--- config.mk ---
export PLATFORM = sky130hd
export DESIGN_NAME = alu_exec_stage
export DESIGN_NICKNAME = d
export VERILOG_FILES = /design/src/rtl/alu_exec_stage.sv
export SDC_FILE = /design/constraint.sdc
export NUM_CORES = 1
export LEC_CHECK = 0
export CAP_MARGIN = 20
export CORE_MARGIN = 2
export CORE_UTILIZATION = 55
export DETAILED_ROUTE_END_ITERATION = 6
export GPL_TIMING_DRIVEN = 0
export PLACE_DENSITY = 0.86
export RECOVER_POWER = 50
export SKIP_LAST_GASP = 1
export SYNTH_ARGS = -nofsm -noshare
export SYNTH_HDL_FRONTEND = slang
export SYNTH_SLANG_ARGS = --single-unit
--- constraint.sdc ---
create_clock -name clk -period 4.5 [get_ports clk]
set_input_delay 1.35 -clock clk [delete_from_list [all_inputs] [get_ports clk]]
set_output_delay 1.35 -clock clk [all_outputs]
set_load 0.1 [all_outputs]
--- src/rtl/alu_exec_stage.sv ---
// ---------------------------------------------------------------------------
// alu_exec_stage
//   Execute stage fed by the datapath shifter. Combines the latched A operand
//   (optionally forced to zero) with the shifter output as operand B, runs the
//   selected ALU operation and captures the result into the C register and
//   the {Z,N,V} condition codes into the status register. The result is
//   offered to writeback through a single-entry valid/ready pipeline
//   register, so the stage sustains one operation per cycle and stalls
//   cleanly under backpressure.
//
// Ports
//   clk        rising-edge clock
//   rst_n      asynchronous active-low reset
//   in_valid   operands and controls valid this cycle
//   in_ready   stage can accept an operation (combinational, no in_valid path)
//   ain        A operand
//   sout       B operand from the shifter
//   asel       1: force A operand to zero
//   alu_op     00 ADD, 01 SUB, 10 AND, 11 MVN (~B)
//   loadc      capture result into C on accept
//   loads      capture {Z,N,V} into status on accept
//   out_valid  c_out/status reflect a completed operation
//   out_ready  downstream consumes the result this cycle
//   c_out      C register
//   status     {Z,N,V} register
// ---------------------------------------------------------------------------
module alu_exec_stage #(
  parameter int WIDTH    = 16,
  parameter int STATUS_W = 3
) (
  input  logic                clk,
  input  logic                rst_n,
  input  logic                in_valid,
  output logic                in_ready,
  input  logic [WIDTH-1:0]    ain,
  input  logic [WIDTH-1:0]    sout,
  input  logic                asel,
  input  logic [1:0]          alu_op,
  input  logic                loadc,
  input  logic                loads,
  output logic                out_valid,
  input  logic                out_ready,
  output logic [WIDTH-1:0]    c_out,
  output logic [STATUS_W-1:0] status
);

  localparam int MSB = WIDTH - 1;

  localparam logic [1:0] OP_ADD = 2'b00;
  localparam logic [1:0] OP_SUB = 2'b01;
  localparam logic [1:0] OP_AND = 2'b10;
  localparam logic [1:0] OP_MVN = 2'b11;

  logic [WIDTH-1:0]    r_c;
  logic [STATUS_W-1:0] r_status;
  logic                r_out_valid;

  logic [WIDTH-1:0]    w_a_eff;
  logic [WIDTH-1:0]    w_r;
  logic                w_z;
  logic                w_n;
  logic                w_v;
  logic [STATUS_W-1:0] w_flags;
  logic                w_in_ready;
  logic                w_accept;

  // ALU datapath; arithmetic wraps modulo 2^WIDTH, carry is discarded.
  always_comb begin
    w_a_eff = asel ? '0 : ain;
    w_r     = '0;
    w_v     = 1'b0;
    case (alu_op)
      OP_ADD: begin
        w_r = w_a_eff + sout;
        // Signed overflow: like-signed operands produce a differently-signed sum.
        w_v = (w_a_eff[MSB] == sout[MSB]) && (w_r[MSB] != w_a_eff[MSB]);
      end
      OP_SUB: begin
        w_r = w_a_eff - sout;
        // Signed overflow: unlike-signed operands and the sign of A is lost.
        w_v = (w_a_eff[MSB] != sout[MSB]) && (w_r[MSB] != w_a_eff[MSB]);
      end
      OP_AND: w_r = w_a_eff & sout;
      OP_MVN: w_r = ~sout;
      default: w_r = '0;
    endcase
    w_z     = (w_r == '0);
    w_n     = w_r[MSB];
    w_flags = {w_z, w_n, w_v};
  end

  // A held result blocks new work only while downstream is not taking it.
  assign w_in_ready = !r_out_valid || out_ready;
  assign w_accept   = in_valid && w_in_ready;

  always_ff @(posedge clk or negedge rst_n) begin
    if (!rst_n) begin
      r_c         <= '0;
      r_status    <= '0;
      r_out_valid <= 1'b0;
    end else begin
      if (w_accept) begin
        // An accept with neither load enable still produces a bubble token.
        if (loadc) r_c      <= w_r;
        if (loads) r_status <= w_flags;
        r_out_valid <= 1'b1;
      end else if (out_ready) begin
        // Consume without replacement: C and status keep their contents.
        r_out_valid <= 1'b0;
      end
    end
  end

  assign in_ready  = w_in_ready;
  assign out_valid = r_out_valid;
  assign c_out     = r_c;
  assign status    = r_status;

endmodule

Word-level counts from Yosys, hierarchy flattened
Cells that the tools add are included.
{"block": "totals", "regBits": 20, "latch_bits": 0, "ramBits": 0, "romBits": 0, "input_bits": 41, "output_inout_bits": 21, "elab_cells": 29, "memories": 0}
{"block": "op_classes", "n_addsub": 2, "multipliers": 0, "n_div": 0, "order_cmp": 0, "eq_ne": 7, "shift": 0, "muxes": 5, "bitwise_logic": 2, "n_reduce_logical": 10}
{"op": "$pmux W16 S4", "count": 1}
{"op": "$add A16 B16 Y16", "count": 1}
{"op": "$and A16 B16 Y16", "count": 1}
{"op": "$logic_not A16 Y1", "count": 1}
{"op": "$mux W16", "count": 1}
{"op": "$not A16 Y16", "count": 1}
{"op": "$sub A16 B16 Y16", "count": 1}
{"op": "$eq A2 B2 Y1 const B", "count": 2}
{"op": "$reduce_and A2 Y1", "count": 2}
{"op": "$logic_and A1 B1 Y1", "count": 3}
{"op": "$ne A1 B1 Y1", "count": 3}
{"op": "$eq A2 B1 Y1 const B", "count": 1}
{"op": "$logic_not A2 Y1", "count": 1}
{"op": "$mux W1", "count": 2}
{"op": "$pmux W1 S2", "count": 1}
{"op": "$reduce_bool A2 Y1", "count": 1}
{"op": "$eq A1 B1 Y1", "count": 1}
{"op": "$logic_not A1 Y1", "count": 1}
{"op": "$logic_or A1 B1 Y1", "count": 1}

Logic depth before layout (Yosys ltp)
{"block": "depth", "depth_word": 5, "ltp_mapped": 19, "ltp_nobuf": 17}

Worst setup path after synthesis
OpenSTA, ideal clock, no wires.
{"block": "synth_timing", "path_kind": "input -> register", "from": "in asel", "to": "reg r_c[13], in the netlist c_out[13]", "t_arrival_ps": 4550, "setup_slack_ps": -176, "cell_stages": 17, "n_path_buf": 1, "cell_sequence": "clkinv_1 clkbuf_1 nand2_1 inv_1 ha_1 maj3_1 nand2_1 a41oi_1 o21ai_1 a22oi_1 o21a_1 o31ai_1 a21oi_1 a311oi_1 xor2_1 a211o_1 mux2_2"}
{"block": "synth_between", "elab_chain_len": 3, "word_cells_on_any_way": 5, "cone_classes": "add/sub: 2; mux: 2; bitwise: 1"}
{"item": "start: declaration", "line": "37", "rtl": "input logic asel,"}
{"item": "$mux W16 *", "line": "69", "rtl": "w_a_eff = asel ? '0 : ain;"}
{"item": "$sub A16 B16 Y16, or another cell as far along", "line": "79", "rtl": "w_r = w_a_eff - sout;"}
{"item": "$pmux W16 S4 *", "line": "72", "rtl": "case (alu_op)"}
{"item": "end signal: assignment", "line": "104", "rtl": "if (loadc) r_c <= w_r;"}
{"item": "end: declaration", "line": "54", "rtl": "logic [WIDTH-1:0] r_c;"}
Mark *: on every way between the ends. The rest lies on a longest branch, timed or not.
A chain may end at the register's enable or synchronous reset.

Final worst setup path
{"block": "layout_timing", "from": "in ain[0]", "to": "reg r_c[13], in the netlist c_out[13]"}
{"block": "layout_between", "elab_chain_len": 3, "word_cells_on_any_way": 4, "cone_classes": "add/sub: 2; mux: 2"}
{"item": "start: declaration", "line": "35", "rtl": "input logic [WIDTH-1:0] ain,"}
{"item": "$mux W16 *", "line": "69"}
{"item": "$sub A16 B16 Y16 or $add A16 B16 Y16 (tied branches)", "line": "79, 74"}
{"item": "$pmux W16 S4 *", "line": "72"}
Marks and branches as above.

==> summary.txt <==
Route
  • Via density: slightly below 7
  • Total wire length: between 10 and 15 mm
  • Drt drc: 0
  • Pre-antenna DRT Iters: 6
  • Routed wire per std cell: just under 20 um
  • Antenna-violating nets left: 0
  • DRT iter0 DRCs: just over 500
  • Via count: roughly 5000

Worst setup path
  • Crit path buf inv count: 3
  • Crit-path cells: dlygate4sd2_1 -> nand2_4 -> inv_2 -> ha_4 -> maj3_2 -> nand2_2 -> a41oi_2 -> o21ai_2 -> o211a_1 -> nor3b_4 -> buf_4 -> o31ai_4 -> a21oi_2 -> a311oi_2 -> xor2_1 -> a211o_1 -> mux2_2
  • CP max stage delay: 0.36 ns
  • CP max stage cell: a311oi_2
  • Delay-heaviest family, CP: compound AO/OA/AOI/OAI gates
  • Worst Setup Start Kind: input pin
  • Setup crit end kind: flip-flop
  • Critical Path AT: roughly 4.6 ns
  • Worst Path Required: approximately 4.6 ns
  • Setup CP Type: input pin to flip-flop
  • Crit-path max FO: 5

GRT
  • Vias in the first global route: roughly 4500
  • Largest net degree at the start of global routing: 21
  • Antenna violations before repair: 0
  • Total gr overflow: 0
  • Tot GR Track Use: 34.5%
  • Global-route wire length before repair: around 21 mm

Die
  • Die ar.: approximately 0.0075 mm^2
  • Die Height: 86.7 um
  • Starting Density: 56.0%
  • Die width: just under 90 um
  • Core box area: 0.00672 mm^2
  • FP Rows: 30
  • Io pins: 62

Outcome
  • Status: complete, no violations

STA
  • Final Hold Viols: 0
  • Hold_ws: around 0.48 ns
  • Final Max Tran Viols: 0
  • Worst Max-Slew Pin Slew: ~1.0 ns
  • Unrepaired setup endpoints after global routing: true
  • Setup TNS: 0 ns
  • Final worst path period share: 99.3%
  • Post-route setup slack: between 0.03 and 0.04 ns
  • Achievable frequency: around 220 MHz
  • Rel. slew slack: around 33%
  • Final worst path period need: around 4.5 ns
  • Skew final: roughly 0.0051 ns
  • Setup violators final: 0

Yosys
  • Mean post-synth cell area: between 6 and 7 um^2
  • Post-synth EDFFs: 0
  • Yosys top cell area share: between 10% and 20%
  • Netlist cell types: 77
  • Synthesized area: ~0.0038 mm^2
  • Register area share after synthesis: a little over an eighth
  • Ys Warns: 0
  • Cells after synthesis: roughly 550
  • Ys flop type: dfrtp_1
  • Top post-synthesis cells by area: dfrtp_1, o21ai_0, nand2_1, ha_1, nor2_1
  • FF+latch count, synth: 20
  • Largest area contributor in the synthesized netlist: dfrtp_1
  • FFs w/ async S/R, synth: between 90% and 100%
  • Post-Synthesis Net Count: 607

Layout
  • Final Cell Area: between 0.005 and 0.006 mm^2
  • Ant diodes: 0
  • Net count, final: between 600 and 700
  • Fillers: 477
  • Synthesis-to-layout area growth: 38.1%
  • Final cell count without fillers: between 700 and 800
  • Share of cells above drive strength 1: between 20% and 30%
  • Final Util: between 70% and 80%

Placed design
  • Post-place instance area: 0.00441 mm^2
  • Cells after DPL: between 600 and 700
  • Dpl ws: -1.44 ns
  • Final HPWL DP: a little over 9 mm
  • Final GP Congestion: between 0.9 and 1
  • PortBufs: 53

Power
  • Pwr/cell area: roughly 240 mW/mm^2
  • Max VDD drop: 0.378 mV
  • LEAKAGE: 2.10 nW
  • Overall Power: about 1.3 mW

Clock network
  • Worst-skew pair later-pin latency: between 0.2 and 0.3 ns
  • # clock sinks: 20
  • Number of CTS-inserted buffers: 3
  • Max H-tree Level: 1
  • Hold buffers post-CTS: 0
  • CTS Root Buffer Type: clkbuf_8
  • Clk slew on worst S/H paths: 0.07 ns
  • Max clock buf depth: 2
  • CTS tree: built

Hold path
  • Hold Crit Class: flip-flop to flip-flop

Flow run
  • # Max-Cap Violations: 0
-- Yosys cell counts (6+ instances only) --
| library cell | number |
|---|---|
| a21oi_1 | 30 |
| a31oi_1 | 18 |
| and2_1 | 6 |
| and3_1 | 7 |
| buf_2 | 14 |
| clkbuf_1 | 23 |
| dfrtp_1 | 20 |
| ha_1 | 14 |
| inv_1 | 21 |
| mux2_2 | 10 |
| nand2_1 | 59 |
| nand2b_1 | 14 |
| nand3_1 | 19 |
| nand4_1 | 6 |
| nor2_1 | 46 |
| nor2b_1 | 17 |
| nor3_1 | 20 |
| o211ai_1 | 6 |
| o21ai_0 | 48 |
| o22ai_1 | 9 |
| o31ai_1 | 9 |
| xnor2_1 | 17 |
| xor2_1 | 9 |
-- layout make-up --
cell class	instances	area (um^2)	area share, %
well taps	80	100	1.93
inverters	25	103	1.97
clock buffers	3	41.3	0.794
plain buffers	39	268	5.15
multi-input cells	466	3460	66.5
flip-flops and latches	20	500	9.63
repair buffers	80	729	14.0
-- worst paths after layout --
kind / start / endpoint / cells past startpoint / slack, ns
min in group asynchronous: rst_n / status[0]$_DFFE_PN0P_ / 1 / 1.65
hold / removal: status[0]$_DFFE_PN0P_ / status[0]$_DFFE_PN0P_ / 2 / 0.48
hold reg to reg: status[0]$_DFFE_PN0P_ / status[0]$_DFFE_PN0P_ / 2 / 0.48
max in group asynchronous: rst_n / c_out[1]$_DFFE_PN0P_ / 1 / 2.30
setup reg to reg: out_valid$_DFFE_PN0P_ / status[2]$_DFFE_PN0P_ / 8 / 2.05
setup / recovery: ain[0] / c_out[13]$_DFFE_PN0P_ / 17 / 0.03
-- metal layers --
layer  part of all wire, %  vias up  GRT usage (%)  wire length, um
li1                      -     2202              -                -
met1                    38     2273           42.8             5350
met2                    49      356           59.6             6830
met3                   8.1       83           4.57             1140
met4                   5.0        0           15.1              704
met5                     0        -              0                0
-- state kept, by name (all words and copies together), names as in the netlist --
register   cells
c_out         16
status         3
out_valid      1
-- cells in the final DEF (no fill, tap or decap), types with 5 or more instances in the layout --
cell type         n
o21ai_0          39
o21ai_2           7
nand4_1           6
nand3_1          18
buf_6             6
o22ai_1           7
mux2_2            8
ha_4              5
dfrtp_1          20
buf_4            27
nor2b_1          13
a21oi_2           7
o211ai_1          6
xnor2_1          15
clkbuf_1         17
nor2_1           43
mux2i_1           5
nor4_1            5
and3_1            7
clkdlybuf4s50_1  36
dlygate4sd3_1     8
dlymetal6s2s_1    5
o21bai_1          5
nor3_1           18
inv_1            19
o21ai_1           5
xor2_1            8
a21oi_1          23
nand2b_1         14
ha_1              9
buf_2            10
a31oi_1          15
and2_1            6
maj3_2            5
nand2_1          57
-- power breakdown --
group | switching [mW] | internal [mW]
sequential | 0.0204 | 0.217
clock | 0.0568 | 0.0597
combinational | 0.616 | 0.296
-- worst min-delay path: stages, from the launching register on --
cell,delay (ns)
dfrtp_1,0.34
nand2_1,0.05
o31ai_1,0.06
-- cells by family (layout without fill, tap and decap cells) --
kind of cell    count (synthesis)  in the layout  synth area share [%]
flops                          20             20                  13.3
compound gates                182            182                  32.2
simple gates                  222            222                  29.8
buf+inv                        66            147                  7.64
fa+ha+maj                      21             21                  6.65
xor+xnor                       26             26                  6.05
mux                            15             15                  4.32
-- what timing repair did --
action,in CTS,in global routing
resized for setup,77,72
hold endpoints to repair,0,0
pin swaps,31,39
setup buffers,13,15
endpoints found under the setup margin,11,8
Power figures use the tool's default switching activity.
